## src/rtl/algo_4r4w1p_rdrsp_buf.sv

```systemverilog
// Per-port read-response buffer: DEPTH-entry FIFO + issue credits, 1-cycle push-to-out latency (no bypass).
// Backpressure: out_rdy pops the head; a full FIFO drops unpopped pushes (sticky ovf). ALGO_RDRSP_ECCCNT_EN adds ECC counters.
module algo_4r4w1p_rdrsp_buf #(
  parameter int NUMRDPT = 4,
  parameter int WIDTH   = 64,
  parameter int BITPADR = 16,
  parameter int DEPTH   = 4,
  parameter int BITDPTH = 2
) (
  input  logic                       clk,
  input  logic                       rst,
  input  logic [NUMRDPT-1:0]         read,
  input  logic [NUMRDPT-1:0]         rd_vld,
  input  logic [NUMRDPT*WIDTH-1:0]   rd_dout,
  input  logic [NUMRDPT-1:0]         rd_serr,
  input  logic [NUMRDPT-1:0]         rd_derr,
  input  logic [NUMRDPT*BITPADR-1:0] rd_padr,
  output logic [NUMRDPT-1:0]         rd_crd,
  output logic [NUMRDPT-1:0]         out_vld,
  input  logic [NUMRDPT-1:0]         out_rdy,
  output logic [NUMRDPT*WIDTH-1:0]   out_dout,
  output logic [NUMRDPT-1:0]         out_serr,
  output logic [NUMRDPT-1:0]         out_derr,
  output logic [NUMRDPT*BITPADR-1:0] out_padr,
  output logic [NUMRDPT-1:0]         ovf,
  output logic [NUMRDPT-1:0]         crd_err
`ifdef ALGO_RDRSP_ECCCNT_EN
  ,
  output logic [15:0]                serr_cnt,
  output logic [15:0]                derr_cnt
`endif
);

  localparam logic [BITDPTH:0] FULL = (BITDPTH+1)'(DEPTH);

  typedef struct packed {
    logic [WIDTH-1:0]   dout;
    logic               serr;
    logic               derr;
    logic [BITPADR-1:0] padr;
  } ent_t;

  logic [NUMRDPT-1:0] push_v;

  for (genvar g = 0; g < NUMRDPT; g++) begin : g_port
    ent_t               mem_q [DEPTH];
    ent_t               wr_ent;
    ent_t               head;
    logic [BITDPTH:0]   cnt_q, cnt_d;
    logic [BITDPTH:0]   crd_q, crd_d;
    logic [BITDPTH-1:0] wptr_q, rptr_q;
    logic               ovf_q, cerr_q;
    logic               push, pop, ovf_set, cerr_set;

    assign wr_ent = '{dout: rd_dout[g*WIDTH +: WIDTH], serr: rd_serr[g],
                      derr: rd_derr[g], padr: rd_padr[g*BITPADR +: BITPADR]};

    // A full FIFO still accepts a push when the head leaves in the same cycle.
    always_comb begin
      pop     = (cnt_q != '0) && out_rdy[g];
      push    = rd_vld[g] && ((cnt_q != FULL) || pop);
      ovf_set = rd_vld[g] && (cnt_q == FULL) && !pop;
      cnt_d   = cnt_q;
      case ({push, pop})
        2'b10:   cnt_d = cnt_q + 1'b1;
        2'b01:   cnt_d = cnt_q - 1'b1;
        default: cnt_d = cnt_q;
      endcase
    end

    // Credit saturates at 0 and DEPTH; either clamp is flagged as a protocol error.
    always_comb begin
      crd_d    = crd_q;
      cerr_set = 1'b0;
      if (read[g] && !pop) begin
        if (crd_q == '0) cerr_set = 1'b1;
        else             crd_d    = crd_q - 1'b1;
      end else if (pop && !read[g]) begin
        if (crd_q == FULL) cerr_set = 1'b1;
        else               crd_d    = crd_q + 1'b1;
      end
    end

    always_ff @(posedge clk) begin
      if (!rst) begin
        cnt_q  <= '0;
        crd_q  <= FULL;
        wptr_q <= '0;
        rptr_q <= '0;
        ovf_q  <= 1'b0;
        cerr_q <= 1'b0;
      end else begin
        cnt_q  <= cnt_d;
        crd_q  <= crd_d;
        if (push) wptr_q <= wptr_q + 1'b1;
        if (pop)  rptr_q <= rptr_q + 1'b1;
        ovf_q  <= ovf_q | ovf_set;
        cerr_q <= cerr_q | cerr_set;
      end
    end

    always_ff @(posedge clk) begin
      if (rst && push) mem_q[wptr_q] <= wr_ent;
    end

    assign head                             = mem_q[rptr_q];
    assign push_v[g]                        = push;
    assign out_vld[g]                       = (cnt_q != '0);
    assign rd_crd[g]                        = (crd_q != '0);
    assign out_dout[g*WIDTH +: WIDTH]       = head.dout;
    assign out_serr[g]                      = head.serr;
    assign out_derr[g]                      = head.derr;
    assign out_padr[g*BITPADR +: BITPADR]   = head.padr;
    assign ovf[g]                           = ovf_q;
    assign crd_err[g]                       = cerr_q;
  end

`ifdef ALGO_RDRSP_ECCCNT_EN
  logic [15:0] serr_cnt_q, serr_cnt_d;
  logic [15:0] derr_cnt_q, derr_cnt_d;
  logic [16:0] serr_sum, derr_sum;

  // One extra bit is enough headroom for NUMRDPT increments past 16'hFFFF.
  always_comb begin
    serr_sum = {1'b0, serr_cnt_q};
    derr_sum = {1'b0, derr_cnt_q};
    for (int i = 0; i < NUMRDPT; i++) begin
      serr_sum = serr_sum + 17'(push_v[i] & rd_serr[i]);
      derr_sum = derr_sum + 17'(push_v[i] & rd_derr[i]);
    end
    serr_cnt_d = serr_sum[16] ? 16'hFFFF : serr_sum[15:0];
    derr_cnt_d = derr_sum[16] ? 16'hFFFF : derr_sum[15:0];
  end

  always_ff @(posedge clk) begin
    if (!rst) begin
      serr_cnt_q <= '0;
      derr_cnt_q <= '0;
    end else begin
      serr_cnt_q <= serr_cnt_d;
      derr_cnt_q <= derr_cnt_d;
    end
  end

  assign serr_cnt = serr_cnt_q;
  assign derr_cnt = derr_cnt_q;
`endif

endmodule

```

## config.mk

```make
export PLATFORM = sky130hd
export DESIGN_NAME = algo_4r4w1p_rdrsp_buf
export DESIGN_NICKNAME = d
export VERILOG_FILES = /design/src/rtl/algo_4r4w1p_rdrsp_buf.sv
export SDC_FILE = /design/constraint.sdc
export NUM_CORES = 1
export LEC_CHECK = 0
export ABC_AREA = 1
export CAP_MARGIN = 10
export CORE_UTILIZATION = 50
export DETAILED_ROUTE_END_ITERATION = 10
export PLACE_DENSITY_LB_ADDON = 0.15
export SLEW_MARGIN = 20
export SYNTH_ARGS = -nofsm -noshare
export SYNTH_HDL_FRONTEND = slang
export SYNTH_SLANG_ARGS = --single-unit
```

## constraint.sdc

```tcl
create_clock -name clk -period 5.62 [get_ports clk]
set_input_delay 1.124 -clock clk [delete_from_list [all_inputs] [get_ports clk]]
set_output_delay 1.124 -clock clk [all_outputs]
set_load 0.02 [all_outputs]
```

# --- After elaboration in Yosys (flattened, before gate mapping) ---
# Memories as Yosys holds them, arrays and structs flattened. A register that Yosys moved wholly into a read port is not among the register bits.
# Index checks and enable logic that the tools add are counted.
word_totals:
  reg_bits: 48
  ramBits: 1312
  input_bits: 342
  out_inout_bits: 344
  elab_cells: 204
  mem_count: 4
memory_table:
  columns: ["memory", "depth", "width", "read_ports", "rd_clocked_by_memory_dff", "wr", "line", "text"]
  rows:
  - ["g_port[0].mem_q", 4, 82, 1, 1, 1, "46", "ent_t mem_q [DEPTH];"]
  - ["g_port[1].mem_q", 4, 82, 1, 1, 1, "46", null]
  - ["g_port[2].mem_q", 4, 82, 1, 1, 1, "46", null]
  - ["g_port[3].mem_q", 4, 82, 1, 1, 1, "46", null]
op_classes:
  add_sub_neg: 24
  n_eq_ne: 28
  n_mux: 52
  bitwise: 8
  n_reduce_logical: 64
ops:
  columns: ["operator", "n"]
  rows:
  - ["$mux 3", 16]
  - ["$logic_and 1x1->1", 28]
  - ["$add 3x1->3 const B", 8]
  - ["$eq 3x3->1 const B", 8]
  - ["$mux 1", 24]
  - ["$pmux 3 s2", 4]
  - ["$reduce_bool 3->1", 8]
  - ["$sub 3x1->3 const B", 8]
  - ["$add 2x1->2 const B", 8]
  - ["$mux 2", 8]
  - ["$ne 2x2->1 const B", 8]
  - ["$reduce_bool 2->1", 8]
  - ["$logic_not 3->1", 4]
  - ["$ne 3x3->1 const B", 4]
  - ["$reduce_and 3->1", 4]
  - ["$eq 2x1->1 const B", 4]
  - ["$eq 2x2->1 const B", 4]
  - ["$logic_not 1->1", 8]
  - ["$or 1x1->1", 8]
  - ["$logic_or 1x1->1", 4]

# --- Longest topological paths before layout ---
# Gate-level depths: netlist (run 1).
depth:
  ltp_word: 7
  mapped_depth: 11

# --- Worst setup path after synthesis (run 1) ---
# OpenSTA, ideal clock, no wires.
synth_path:
  path_type: "input to register"
  from: "input rst"
  to: "memory g_port[0].mem_q[0][0] (netlist bit), enable pin"
  t_arrival_ns: 5.060
  path_slack_ns: 0.037
  cell_stages: 4
  cell_sequence: "clkbuf_1 > buf_2 > nand2_1 > nor2_1"
synth_via:
  elab_chain_len: 3
synth_rtl:
  columns: ["element", "line", "text"]
  rows:
  - ["start, declared", "11", "input logic rst,"]
  - ["$logic_and 1x1->1", "103", "if (rst && push) mem_q[wptr_q] <= wr_ent;"]
  - ["$mux 1", "103", null]
  - ["$mux 1 (not written as such)", "103", null]
  - ["end, declared", "46", null]
# Every way passes these cells.

==> qor.csv, run 1 <==
stage,metric,value,unit
run_status,status,completed,
power,peak supply drop,282,uV
clocking,root buffer cell,clkbuf_16,
clocking,setup bufs post-CTS,0,
final_layout,Final Instance Count excl. Fillers,5750,
clocking,H-tree lvl count,4,
synth,most instantiated cells after synthesis,"1312 x edfxtp_1, 718 x nor2_1, 688 x o21ai_0, 328 x o22ai_1, 107 x clkbuf_1",
critical_path,CP bufs+invs,3,
sta,Hold Fails Final Rpt,0,
power,PwrDens,398,mW/mm^2
routing,final wirelength,124,mm
critical_path,r2r setup slk,3.05,ns
synth,Synth area leader,edfxtp_1,
synth,Syn Nets,3969,
sta,Pins Over Slew Limit,0,
routing,post-route ant nets,0,
clocking,post-cts sizing count,0,
synth,Post-Syn Area,0.0513,mm^2
floorplanning,# IOs,686,
floorplanning,row cnt,117,
clocking,CTS clock-pin slew for the worst setup and hold paths,0.06,ns
floorplanning,die area,0.104,mm^2
final_layout,"Area growth, synth to finish",25.1,%
sta,slew at the pin with the worst max-slew slack,1.00,ns
critical_path,cell count along the critical path,5,
synth,Seq cells post-synth,1368,
critical_path,Crit Reg-Reg Startpoint,g_port[1].cnt_q[0],
critical_path,Critical Path Source Type,flip-flop,
floorplanning,Die Y,322,um
min_path,Min-Delay Path Class,flip-flop to flip-flop,
floorplanning,Core Region,0.102,mm^2
critical_path,"Req. time, crit path",4.50,ns
synth,synth warn,0,
sta,Period minus WS final,4.78,ns
critical_path,R2R Path End,g_port[1].mem_q[2][10],
sta,clock skew,0.0257,ns
final_layout,share of cells above drive strength 1,6.99,%
placed_design,PortBufs,685,
global_routing,antenna violations before repair,37,
critical_path,CP Capture Type,output port,
placed_design,Setup Slack @ Placement,1.52,ns
sta,fmax,209,MHz
synth,"top cells by area, synth","edfxtp_1 77%, o21ai_0 6.7%, nor2_1 5.3%",
run,Max-cap violations,0,
routing,Starting DRT DRC Count,2178,
routing,drt first pass iters,5,
global_routing,largest net degree at the start of global routing,147,
floorplanning,DIE WIDTH,322,um
sta,RSZ-0062 raised after global routing,no,
routing,vias,31600,
critical_path,path type of the worst setup path,flip-flop to output port,
critical_path,largest stage delay on the critical path,0.93,ns
synth,"Distinct cells, synth",27,
global_routing,global-route wire length before repair,182,mm
critical_path,CP Data Arrival Time,3.65,ns
final_layout,post-layout net count,4622,
sta,Final TNS setup,0,ns
synth,Post-synth EDFFs,1312,
power,total power,25.5,mW
sta,worst setup margin,0.845,ns
global_routing,vias in the first global route,30000,
sta,Tcrit/Tclk final,85.0,%
synth,Mapped Cells,3597,
synth,Avg Inst Size Synth,14.3,um^2
sta,Final Setup Violations,0,
synth,Most used DFF post-synth,edfxtp_1,
synth,Synth top area share,76.8,%
power,Pleak,21.3,nW
critical_path,Crit-path slowest cell,dfxtp_4,
global_routing,Total GRT Usage,23.4,%
critical_path,crit path to,out_dout[95],
critical_path,Crit Path Max Fanout,91,
critical_path,Worst path top cell family by delay,buffers and inverters,
placed_design,post-DP HPWL,74.6,mm
clocking,Num Clock Sinks,1368,
clocking,worst-skew pair later-pin latency,0.75,ns
routing,WL per Instance,21.6,um
placed_design,GP Congestion,0.802,
clocking,TritonCTS Buffers,140,
clocking,CTS Buffer Depth,3,
clocking,CTS tree,built,
routing,routed vias/inst,5.49,
critical_path,crit-path cells,"inv_4, buf_12, o21ai_0, o22ai_1, clkdlybuf4s50_1",
floorplanning,Starting Density,50.4,%
clocking,# hold bufs at CTS,0,
global_routing,Overflow after GRT,0,
sta,Relative slew margins,33.1,%
placed_design,dpl cells,5476,
synth,"count leader, synth",edfxtp_1,
routing,drt drc,0,
synth,asr flop ratio synth,0,%
synth,sequential area share after synthesis,79.0,%
sta,hold_ws,0.454,ns
critical_path,r2r worst-path depth,7,
## through the flow
step / instance area [um^2] / util [%]
4_1_cts: 64100 / 63.0
6_report: 64100 / 63.0
3_3_place_gp: 59600 / 58.5
2_1_floorplan: 51300 / -
3_5_place_dp: 59600 / 58.5
5_1_grt: 64100 / 63.0
## how the worst min path moves through the flow
| stage | end | depth (start not counted) | slack, ns | start |
|---|---|---|---|---|
| after global placement | g_port[2].ovf_q | 2 | 0.44 | g_port[2].ovf_q |
| after CTS | g_port[2].ovf_q | 2 | 0.46 | g_port[2].ovf_q |
| after global routing | flip-flop | 2 | 0.48 | g_port[0].rptr_q[1] |
| after detailed placement | g_port[2].ovf_q | 2 | 0.45 | g_port[2].ovf_q |
| final | g_port[2].ovf_q | 2 | 0.45 | g_port[2].ovf_q |
| after floorplan | g_port[2].ovf_q | 2 | 0.43 | g_port[2].ovf_q |
## area by class of cell
cell class	count	area [um^2]
antenna	17	42.5
clock buffer	170	3660
clock inverter	87	875
fill	7424	37600
inverter	106	414
multi-input combinational	1898	9440
sequential	1368	40500
tap	1368	1710
timing repair buffer	736	7460
## flip-flops by register name, summed over array words and instances (netlist names), named ones only
register	count
g_port.mem_q	1312
g_port.wptr_q	8
g_port.crd_q	12
g_port.rptr_q	8
g_port.cnt_q	12
g_port.ovf_q	4
g_port.cerr_q	4
## report_power, final
part / internal (mW) / total (mW) / switching [mW]
logic: 1.80 / 4.61 / 2.81
clock network: 5.32 / 9.10 / 3.79
registers: 11.6 / 11.8 / 0.251
## placed cells by master (no fill, tap or decap), types with 18 or more instances in the layout
cell | netlist | layout
inv_1 | 93 | 93
clkinv_1 | 4 | 29
nor2_1 | 718 | 702
clkbuf_1 | 107 | 28
clkdlybuf4s50_1 | 0 | 684
buf_4 | 21 | 33
clkbuf_16 | 0 | 142
nand2_1 | 47 | 47
nor2_4 | 2 | 18
clkinv_2 | 0 | 27
a21oi_1 | 39 | 39
o22ai_1 | 328 | 328
buf_12 | 0 | 18
edfxtp_1 | 1312 | 1312
ha_1 | 22 | 22
dfxtp_1 | 56 | 48
o21ai_0 | 688 | 688
## worst min-delay path, stage by stage, from the launching register on
cell	delay, ns
dfxtp_1	0.30
inv_1	0.05
a21oi_1	0.05
## logic make-up (layout without fill, tap and decap cells)
| logic type | after synthesis | count (layout) | share of synthesized area [%] |
|---|---|---|---|
| flip-flops | 1368 | 1368 | 79.0 |
| AO/OA/AOI/OAI | 1063 | 1063 | 11.2 |
| AND/OR/NAND/NOR | 799 | 799 | 6.04 |
| buffers and inverters | 331 | 1099 | 2.82 |
| adder cells (fa/ha/maj) | 30 | 30 | 0.849 |
| XOR/XNOR | 6 | 6 | 0.102 |
| other | 0 | 17 | 0 |
## per-layer routing
metal / vias up / wire, um / GRT usage [%]
met3: 274 / 11000 / 8.11
met5: - / 254 / 0
met1: 15600 / 46700 / 27.8
li1: 14700 / - / -
met4: 38 / 4690 / 10.1
met2: 956 / 61400 / 38.6
No activity file was read; power rests on OpenSTA's default activity.
==> inputs of run 2 (changes only) <==
==> constraint.sdc (replaced) <==
create_clock -name clk -period 4.25 [get_ports clk]
set_input_delay 0.85 -clock clk [delete_from_list [all_inputs] [get_ports clk]]
set_output_delay 0.85 -clock clk [all_outputs]
set_load 0.02 [all_outputs]
==> run 2 against run 1 <==
Compared with the run above: highest routed layer unchanged; via count is 0.56% lower; first-iteration DRC count increased by 10%; combinational power increased by 37%; core utilization rose by 0.24 points; clock skew shrank 0.0036 ns; global-route usage decreased by 0.20 points; clock power increased by 30%; power rose by 32%; largest power group unchanged; design area up 0.38%; final cell count rose by 0.23%; wire length down 1.2%; sequential power rose by 31%.
==> qor.csv, run 2 (synthesized netlist as in run 1, its figures left out) <==
stage,metric,value,unit,change
power,peak supply drop,385,uV,+37%
critical_path,Critical Path Source Type,flip-flop,,
clocking,CTS tree,built,,
critical_path,CP Data Arrival Time,3.11,ns,-0.54 ns
floorplanning,Core Region,0.102,mm^2,unchanged
routing,drt drc,0,,unchanged
placed_design,post-DP HPWL,73.6,mm,-1.4%
sta,Final Setup Violations,0,,unchanged
final_layout,Biggest register,g_port.mem_q,,
routing,final wirelength,123,mm,-1.2%
power,Pleak,21.4,nW,+0.43%
clocking,CTS clock-pin slew for the worst setup and hold paths,0.06,ns,about the same
clocking,worst-skew pair later-pin latency,0.75,ns,about the same
clocking,Num Clock Sinks,1368,,unchanged
clocking,# hold bufs at CTS,0,,unchanged
sta,fmax,253,MHz,
sta,Period minus WS final,3.96,ns,
sta,clock skew,0.0221,ns,-0.00355 ns
floorplanning,row cnt,117,,unchanged
final_layout,Final Instance Count excl. Fillers,5763,,+0.23%
clocking,TritonCTS Buffers,139,,-0.71%
final_layout,post-layout net count,4634,,+0.26%
critical_path,crit-path cells,"inv_2, buf_4, o21ai_0, o22ai_1, clkdlybuf4s50_1",,
placed_design,Setup Slack @ Placement,0.974,ns,-0.546 ns
clocking,post-cts sizing count,0,,unchanged
final_layout,"most common cell after layout, fill and taps aside",edfxtp_1,,
final_layout,Largest register FFs,1312,,unchanged
min_path,critical hold path startpoint,g_port[2].ovf_q,,
final_layout,largest registers,"g_port.mem_q: 1312 flops, g_port.cnt_q: 12 flops, g_port.crd_q: 12 flops",,
clocking,CTS Buffer Depth,3,,unchanged
sta,RSZ-0062 raised after global routing,no,,
final_layout,"commonest non-fill, non-tap cells in the layout","1312 x edfxtp_1, 702 x nor2_1, 688 x o21ai_0",,
critical_path,Crit Path Max Fanout,37,,-59%
final_layout,share of cells above drive strength 1,7.24,%,+0.26 points
run,Max-cap violations,0,,unchanged
placed_design,GP Congestion,0.810,,+1.0%
critical_path,largest stage delay on the critical path,0.67,ns,-0.26 ns
routing,routed vias/inst,5.45,,-0.78%
clocking,setup bufs post-CTS,0,,unchanged
global_routing,vias in the first global route,30400,,+1.2%
critical_path,Crit-path slowest cell,clkdlybuf4s50_1,,
sta,worst setup margin,0.290,ns,-0.554 ns
floorplanning,DIE WIDTH,322,um,unchanged
placed_design,PortBufs,685,,unchanged
critical_path,path type of the worst setup path,flip-flop to output port,,
critical_path,r2r worst-path depth,7,,unchanged
min_path,Min-Delay Endpoint,g_port[2].ovf_q,,
critical_path,CP Capture Type,output port,,
floorplanning,die area,0.104,mm^2,unchanged
routing,vias,31400,,-0.56%
sta,slew at the pin with the worst max-slew slack,0.836,ns,-0.168 ns
global_routing,largest net degree at the start of global routing,165,,+12%
clocking,root buffer cell,clkbuf_16,,
floorplanning,Die Y,322,um,unchanged
sta,Hold Fails Final Rpt,0,,unchanged
min_path,Min-Delay Path Class,flip-flop to flip-flop,,
floorplanning,# IOs,686,,unchanged
critical_path,R2R Path End,g_port[1].mem_q[3][37],,
placed_design,dpl cells,5489,,+0.24%
clocking,H-tree lvl count,4,,unchanged
routing,WL per Instance,21.3,um,-1.4%
power,total power,33.6,mW,+32%
sta,Relative slew margins,44.3,%,+11 points
critical_path,"Req. time, crit path",3.40,ns,-1.10 ns
power,PwrDens,522,mW/mm^2,+31%
routing,drt first pass iters,5,,unchanged
critical_path,Crit Reg-Reg Startpoint,g_port[1].cnt_q[0],,
final_layout,"Area growth, synth to finish",25.5,%,
global_routing,antenna violations before repair,33,,-11%
critical_path,r2r setup slk,2.01,ns,-1.04 ns
global_routing,Overflow after GRT,0,,unchanged
global_routing,global-route wire length before repair,182,mm,-0.20%
min_path,hold path cells,2,,unchanged
global_routing,Total GRT Usage,23.2,%,-0.20 points
floorplanning,Starting Density,50.4,%,unchanged
routing,post-route ant nets,0,,unchanged
run_status,status,completed,,
sta,Tcrit/Tclk final,93.2,%,
routing,Starting DRT DRC Count,2395,,+10%
sta,Pins Over Slew Limit,0,,unchanged
[run 2: how the worst max path moves through the flow]
stage                                   to  slack (ns)  depth (start not counted)
floorplan            g_port[0].mem_q[0][0]       -1.06                          4
detailed placement  g_port[2].mem_q[2][73]        0.97                          8
global route                  out_padr[37]        0.08                          5
CTS                          out_dout[137]        0.21                          5
finish                       out_dout[160]        0.29                          5
global placement     g_port[1].mem_q[3][9]        0.97                          8
[run 2: worst max-delay path: cells and delay by family (launching register included)]
| family | cells | cell delay, ns |
|---|---|---|
| compound gates | 2 | 0.35 |
| buf+inv | 3 | 1.56 |
| flops | 1 | 0.45 |
[run 2: cell type report]
cell class / count / area (um^2)
antenna: 19 / 47.5
clock buffer: 174 / 3650
clock inverter: 81 / 826
fill: 7484 / 37400
inverter: 106 / 410
multi-input combinational: 1898 / 9440
sequential: 1368 / 40500
tap: 1368 / 1710
timing repair buffer: 749 / 7760
[run 2: metrics by stage]
step / util, % / hold WS, ns / setup TNS, ns / instance area (um^2)
2_1_floorplan: - / 0.430 / -1388.94 / 51300
3_5_place_dp: 58.8 / 0.454 / 0 / 59900
3_3_place_gp: 58.8 / 0.446 / 0 / 59900
4_1_cts: 63.2 / 0.467 / 0 / 64300
5_1_grt: 63.3 / 0.486 / 0 / 64400
6_report: 63.3 / 0.457 / 0 / 64400
[run 2: metal layers]
layer / vias up / part of all wire, % / global-route usage [%]
met2: 864 / 50 / 38.5
met3: 201 / 7.7 / 7.11
met1: 15500 / 39 / 28.4
met4: 32 / 2.9 / 8.92
li1: 14800 / - / -
met5: - / 0.18 / 0
[run 2: power by group]
group          internal (mW)  switching, mW  leakage (nW)  total [mW]
sequential              15.3          0.168          12.4        15.5
clock                   6.73           5.06          2.19        11.8
combinational           2.44           3.89          6.86        6.33
total                   24.5           9.11          21.4        33.6
==> inputs of run 3 (changes only) <==
--- a/config.mk
+++ b/config.mk
@@ -9,6 +9,7 @@
 export CAP_MARGIN = 10
 export CORE_UTILIZATION = 50
 export DETAILED_ROUTE_END_ITERATION = 10
+export HOLD_SLACK_MARGIN = 0.05
 export PLACE_DENSITY_LB_ADDON = 0.15
 export SLEW_MARGIN = 20
 export SYNTH_ARGS = -nofsm -noshare
==> results of run 3 <==
The final DEF is identical to that of run 2; final timing and power are the same.
